==> src/rtl/tff_count_sequencer.sv <==
// Bounded up/down counter built on a bank of T flip-flops.
// The controller computes a toggle vector each cycle; the bank applies
// Q <= Q ^ T at every non-reset edge, so Q only ever moves through T.
module tff_count_sequencer #(
  parameter int WIDTH       = 4,
  parameter bit AUTO_RELOAD = 1'b0
) (
  input  logic             CLK,
  input  logic             RST_N,
  input  logic             START,
  input  logic             PAUSE,
  input  logic             ABORT,
  input  logic             UP,
  input  logic [WIDTH-1:0] LIMIT,
  output logic [WIDTH-1:0] T,
  output logic [WIDTH-1:0] Q,
  output logic [WIDTH-1:0] Q_Prime,
  output logic             BUSY,
  output logic             DONE,
  output logic [1:0]       STATE
);

  typedef enum logic [1:0] {
    IDLE   = 2'b00,
    RUN    = 2'b01,
    HOLD   = 2'b10,
    FINISH = 2'b11
  } state_t;

  state_t           state_q;
  state_t           state_n;
  logic [WIDTH-1:0] q_q;
  logic [WIDTH-1:0] lim_q;
  logic             up_q;
  logic [WIDTH-1:0] t_c;
  logic             latch_c;
  logic [WIDTH-1:0] inc_vec;
  logic [WIDTH-1:0] dec_vec;
  logic [WIDTH-1:0] target;
  logic [WIDTH-1:0] new_start;
  logic [WIDTH-1:0] old_start;

  // Ripple toggle vectors: a bit toggles when every lower bit is 1 (up) or 0 (down)
  always_comb begin
    inc_vec    = '0;
    dec_vec    = '0;
    inc_vec[0] = 1'b1;
    dec_vec[0] = 1'b1;
    for (int i = 1; i < WIDTH; i++) begin
      inc_vec[i] = inc_vec[i-1] & q_q[i-1];
      dec_vec[i] = dec_vec[i-1] & ~q_q[i-1];
    end
  end

  assign target    = up_q ? lim_q : '0;
  assign new_start = UP   ? '0    : LIMIT;
  assign old_start = up_q ? '0    : lim_q;

  // Next-state and toggle selection; ABORT beats PAUSE beats counting
  always_comb begin
    state_n = state_q;
    t_c     = '0;
    latch_c = 1'b0;
    case (state_q)
      IDLE: begin
        if (START && !ABORT) begin
          latch_c = 1'b1;
          t_c     = q_q ^ new_start;
          state_n = RUN;
        end
      end
      RUN: begin
        if (ABORT) begin
          state_n = IDLE;
        end else if (PAUSE) begin
          state_n = HOLD;
        end else if (q_q == target) begin
          state_n = FINISH;
        end else begin
          t_c = up_q ? inc_vec : dec_vec;
        end
      end
      HOLD: begin
        if (ABORT) begin
          state_n = IDLE;
        end else if (!PAUSE) begin
          state_n = RUN;
        end
      end
      FINISH: begin
        if (!AUTO_RELOAD || ABORT) begin
          state_n = IDLE;
        end else begin
          t_c     = q_q ^ old_start;
          state_n = RUN;
        end
      end
      default: state_n = IDLE;
    endcase
    if (!RST_N) begin
      t_c     = '0;
      latch_c = 1'b0;
    end
  end

  // Bank update, state register and latched sequence parameters
  always_ff @(posedge CLK) begin
    if (!RST_N) begin
      q_q     <= '0;
      state_q <= IDLE;
      lim_q   <= '0;
      up_q    <= 1'b0;
    end else begin
      q_q     <= q_q ^ t_c;
      state_q <= state_n;
      if (latch_c) begin
        lim_q <= LIMIT;
        up_q  <= UP;
      end
    end
  end

  assign T       = t_c;
  assign Q       = q_q;
  assign Q_Prime = ~q_q;
  assign BUSY    = (state_q != IDLE);
  assign DONE    = (state_q == FINISH);
  assign STATE   = state_q;

endmodule
==> config.mk <==
export PLATFORM = sky130hd
export DESIGN_NAME = tff_count_sequencer
export DESIGN_NICKNAME = d
export VERILOG_FILES = /design/src/rtl/tff_count_sequencer.sv
export SDC_FILE = /design/constraint.sdc
export NUM_CORES = 1
export LEC_CHECK = 0
export CORE_ASPECT_RATIO = 0.75
export CORE_UTILIZATION = 40
export CTS_BUF_LIST = sky130_fd_sc_hd__clkbuf_4
export CTS_CLUSTER_DIAMETER = 80
export DETAILED_ROUTE_END_ITERATION = 16
export GPL_TIMING_DRIVEN = 0
export HOLD_SLACK_MARGIN = 0.08
export MAX_ROUTING_LAYER = met4
export PLACE_DENSITY = 0.74
export SLEW_MARGIN = 30
export SYNTH_ARGS = -nofsm -noshare
export SYNTH_HDL_FRONTEND = slang
export SYNTH_SLANG_ARGS = --single-unit
==> constraint.sdc <==
create_clock -name CLK -period 2.1 [get_ports CLK]
set_input_delay 0.21 -clock CLK [delete_from_list [all_inputs] [get_ports CLK]]
set_output_delay 0.21 -clock CLK [all_outputs]
set_load 0.01 [all_outputs]
Word level (Yosys, flattened, before mapping)
Index checks and enable logic that the tools add are counted.
Widths: inputs -> output; s select.
{"block": "word_totals", "word_cells": 45, "regBits": 11, "output_inout_bits": 16, "in_bits": 10}
{"block": "op_classes", "n_mux": 19, "bitwise_logic": 10, "reduce_logical": 5, "n_eq_ne": 7}
{"cell": "$mux 4", "count": 8}
{"cell": "$mux 2", "count": 6}
{"cell": "$pmux 2 s4", "count": 1}
{"cell": "$pmux 4 s2", "count": 1}
{"cell": "$xor 4x4->4", "count": 2}
{"cell": "$and 1x1->1", "count": 4}
{"cell": "$eq 2x2->1 const B", "count": 2}
{"cell": "$eq 4x4->1", "count": 1}
{"cell": "$ne 4x4->1 const B", "count": 1}
{"cell": "$not 4->4", "count": 1}
{"cell": "$mux 1", "count": 3}
{"cell": "$ne 3x3->1 const B", "count": 1}
{"cell": "$not 1->1", "count": 3}
{"cell": "$reduce_and 3->1", "count": 1}
{"cell": "$eq 2x1->1 const B", "count": 1}
{"cell": "$logic_not 2->1", "count": 1}
{"cell": "$ne 2x2->1 const B", "count": 1}
{"cell": "$reduce_bool 2->1", "count": 1}
{"cell": "$logic_and 1x1->1", "count": 1}
{"cell": "$logic_not 1->1", "count": 1}

Longest topological paths before layout
{"block": "depth", "word_depth": 10, "depth_mapped": 7, "depth_no_buf": 5}

Worst setup path after synthesis
Ideal clock, no wire load.
{"block": "synth_path", "path_type": "register to output", "from": "register state_q[1] (netlist: STATE[1])", "to": "output port T[3]", "slack_ns": 0.356, "required_ns": 1.890, "path_stages_with_launch": 8, "path_buffers": 2, "t_arrival_ns": 1.534, "cell_sequence": "dfxtp_1 > buf_6 > or2_4 > or3_1 > buf_6 > nor2_8 > a31oi_1 > nor2_1"}
{"block": "synth_via", "elab_chain_cells": 3, "elab_cells_between_ends": 4, "classes_between": "1 x eq/ne; 2 x mux; 1 x reduce/logical"}
{"item": "from (decl)", "line_no": "30", "source": "state_t state_q;"}
{"item": "from (signal assigned)", "line_no": "115", "source": "state_q <= state_n;"}
{"item": "$eq 2x1->1 / $logic_not 2->1 (equally long branches)", "line_no": "64", "source": "case (state_q)"}
{"item": "$pmux 4 s2 (*)", "line_no": "64"}
{"item": "$mux 4 (*)", "line_no": "100", "source": "if (!RST_N) begin"}
{"item": "to (decl)", "line_no": "15", "source": "output logic [WIDTH-1:0] T,"}
Mark *: on every way between the ends. The rest lies on a longest branch, timed or not.

Final worst setup path
{"block": "layout_path", "from": "register q_q[1] (netlist: Q[1])", "to": "output port T[2]"}
{"block": "layout_via", "elab_chain_cells": 8, "elab_cells_between_ends": 10, "classes_between": "1 x eq/ne; 6 x mux; 3 x bitwise"}
{"item": "from (decl)", "line_no": "32", "source": "logic [WIDTH-1:0] q_q;"}
{"item": "from (signal assigned)", "line_no": "114", "source": "q_q <= q_q ^ t_c;"}
{"item": "$not 1->1", "line_no": "51", "source": "dec_vec[i] = dec_vec[i-1] & ~q_q[i-1];"}
{"item": "$and 1x1->1", "line_no": "51"}
{"item": "$mux 4", "line_no": "80", "source": "t_c = up_q ? inc_vec : dec_vec;"}
{"item": "$mux 4 (*)", "line_no": "77", "source": "end else if (q_q == target) begin"}
{"item": "$mux 4 (*)", "line_no": "75", "source": "end else if (PAUSE) begin"}
{"item": "$mux 4 (*)", "line_no": "73", "source": "if (ABORT) begin"}
{"item": "$pmux 4 s2 (*)", "line_no": "64"}
{"item": "$mux 4 (*)", "line_no": "100"}
Marks and branches as above.

==> results.toml <==
[timing]
finalCritPeriodShare_pct = 98.5
period_needed_ns = 2.07
setup_ws_ns = 0.0313
finClkSkew_ns = 0.00417
worst_pin_slew_ns = 0.461
setup_viol = 0
hold_viol = 0
clock.fmax_mhz = 483
drv_slew = 0
slew_headroom_pct = 69.0

[setup_path]
crit_arrival_ns = 1.86
endpoint_kind = "output port"
worst_setup_path_start_kind = "flop"
required_ns = 1.89
rr_worst_depth = 7
crit_type = "flop to output port"
path_max_fanout = 8

[grt]
grtUsageTotal_pct = 21.6
grt_antenna_before_repair = 0
first_global_vias = 884
grt_pass1_wl_um = 3990
grt_max_degree = 11
grt_overflow = 0

[synthesis]
yosysMostFrequentCell = "nand2_1"
synth_top_area_share_pct = 23.3
synth_edf_count = 0
yosysTopAreaCell = "dfxtp_1"
synth_area_leaders = "dfxtp_1 23%, nand2_1 5.6%, xnor2_1 5.6%, buf_6 4.8%, nor2_8 4.2%"
syn_area_per_cell_um2 = 8.01
synth_ff_type = "dfxtp_1"
yosysWarnings = 0
syn_nets = 128
ys_seq_area_share_pct = 23.3
synth.cell_area_um2 = 945
ys_types = 40
async_flop_share_pct = 0
syn_inst = 118
synth_commonest_cells = "14 x nand2_1, 11 x dfxtp_1, 8 x nor2_1"
ys_ff_latch = 11

[cells_and_area]
finalInstanceArea_mm2 = 0.00139
syn_to_final_growth_pct = 46.6
nNetsFinal = 166
fillCellCount = 166
stdcell_count = 187
layout-drive-gt1-share_pct = 26.5
diodes = 0

[drt]
viasPerCell = 5.32
remaining_drc_errors = 0
routed_wl_um = 2710
ant_nets = 0
drt_iter0_drc = 39
routedWlPerCell_um = 14.5
vias = 995
firstDrtPassIters = 4

[cts]
htree_num_levels = 1
cts_tree = "done"
clkLatencyLatePin_ns = 0.28
cts-root-buf = "clkbuf_4"
ctsHoldBuffers = 0
clockBufferDepth = 2
numCtsBuffers = 3
numClockSinks = 11
path_clk_slew_ns = 0.08

[power_and_ir_drop]
powerDensity_mw_per_mm2 = 460
leakage_nw = 0.522
max-vdd-ir-drop_uv = 330

[run]
drv_cap = 0

[die]
die_area_mm2 = 0.00256
rows = 14
start_util_pct = 44.6
num_io_pins = 26
core-area_mm2 = 0.00212
die_y_um = 44.1
die_w_um = 58.1

[place]
place_ws_ns = -0.338
place_area_mm2 = 0.00123
place_inst = 175
place_congestion = 0.826
port_buffers = 25
dp_hpwl_um = 1820

[run_status]
outcome = "finished clean"

[min_path]
hold_path_class = "flop to flop"
whs_path_depth = 2
-- layout by cell type (no fill, tap or decap), drive strengths merged, types with 4 or more instances in the layout --
cell type and instances:
clkdlybuf4s50 21, buf 18, nand2 14, dfxtp 11, nor2 10, xnor2 6
o21ai 6, inv 5, nand3 5, a21boi 5, nor2b 4, nand4 4
clkbuf 4
-- area by class of cell --
cell class / count / area (um^2) / area share, %
inverter: 5 / 18.8 / 1.36
buffer: 6 / 52.6 / 3.79
sequential: 11 / 225 / 16.3
clock buffer: 3 / 22.5 / 1.63
tap: 32 / 40.0 / 2.89
multi-input combinational: 94 / 707 / 51.0
timing repair buffer: 35 / 314 / 22.7
clock inverter: 1 / 5.00 / 0.361
-- timing repair --
action / 4_1_cts / 5_1_grt
endpoints found under the setup margin: 4 / 4
gates resized for setup: 19 / 16
pin swaps: 5 / 10
endpoints found under the hold margin: 0 / 0
buffers inserted: 4 / 6
-- kinds of logic after synthesis --
kind of cell / after synthesis / share of synthesized area [%]
AND/OR/NAND/NOR: 56 / 36.3
AO/OA/AOI/OAI: 28 / 22.0
buffers and inverters: 13 / 8.74
flip-flops: 11 / 23.3
XOR/XNOR: 7 / 6.49
multiplexers: 3 / 3.18
-- critical path, stage by stage, from the launching register on --
cell and delay, ns:
dfxtp_2 0.33, buf_6 0.12, and4bb_1 0.27, a22oi_2 0.09, a22o_4 0.27, buf_6 0.14, a31oi_4 0.15, nor2_1 0.06
buf_2 0.13
-- through the flow --
stage	util (%)	TNS, ns	total power, mW	hold slack [ns]
after floorplan	-	0	0.366	0.355
after CTS	61.3	-0.0372	0.609	0.498
after global placement	58.3	-1.24	0.437	0.475
final	65.3	0	0.636	0.500
after global routing	65.3	-0.0238	0.665	0.537
after detailed placement	58.3	-1.26	0.442	0.491
-- registers in the layout (all words and copies together) (netlist names) --
| register | cells |
|---|---|
| up_q | 1 |
| Q | 4 |
| lim_q | 4 |
| STATE | 2 |
-- worst paths after layout --
| check | from | to | slack (ns) |
|---|---|---|---|
| min | lim_q[1]$_SDFFE_PN0P_ | lim_q[1]$_SDFFE_PN0P_ | 0.50 |
| max | Q[1]$_SDFF_PN0_ | T[2] | 0.03 |
| min reg2reg | lim_q[1]$_SDFFE_PN0P_ | lim_q[1]$_SDFFE_PN0P_ | 0.50 |
| max reg2reg | Q[1]$_SDFF_PN0_ | Q[3]$_SDFF_PN0_ | 0.30 |
-- metal layers --
metal	vias to the layer above	GRT usage, %	share of wire (%)
met5	-	-	0
met4	0	6.67	1.0
met3	5	6.14	5.2
met2	40	33.8	47
met1	453	27.1	47
li1	497	-	-
-- report_power, final --
group / total, mW / switching, mW / leakage, nW / internal (mW)
Sequential: 0.236 / 0.0152 / 0.0915 / 0.221
Combinational: 0.245 / 0.123 / 0.413 / 0.122
Clock: 0.156 / 0.0852 / 0.0177 / 0.0708
Total: 0.636 / 0.223 / 0.522 / 0.413
No activity file was read; power rests on OpenSTA's default activity.
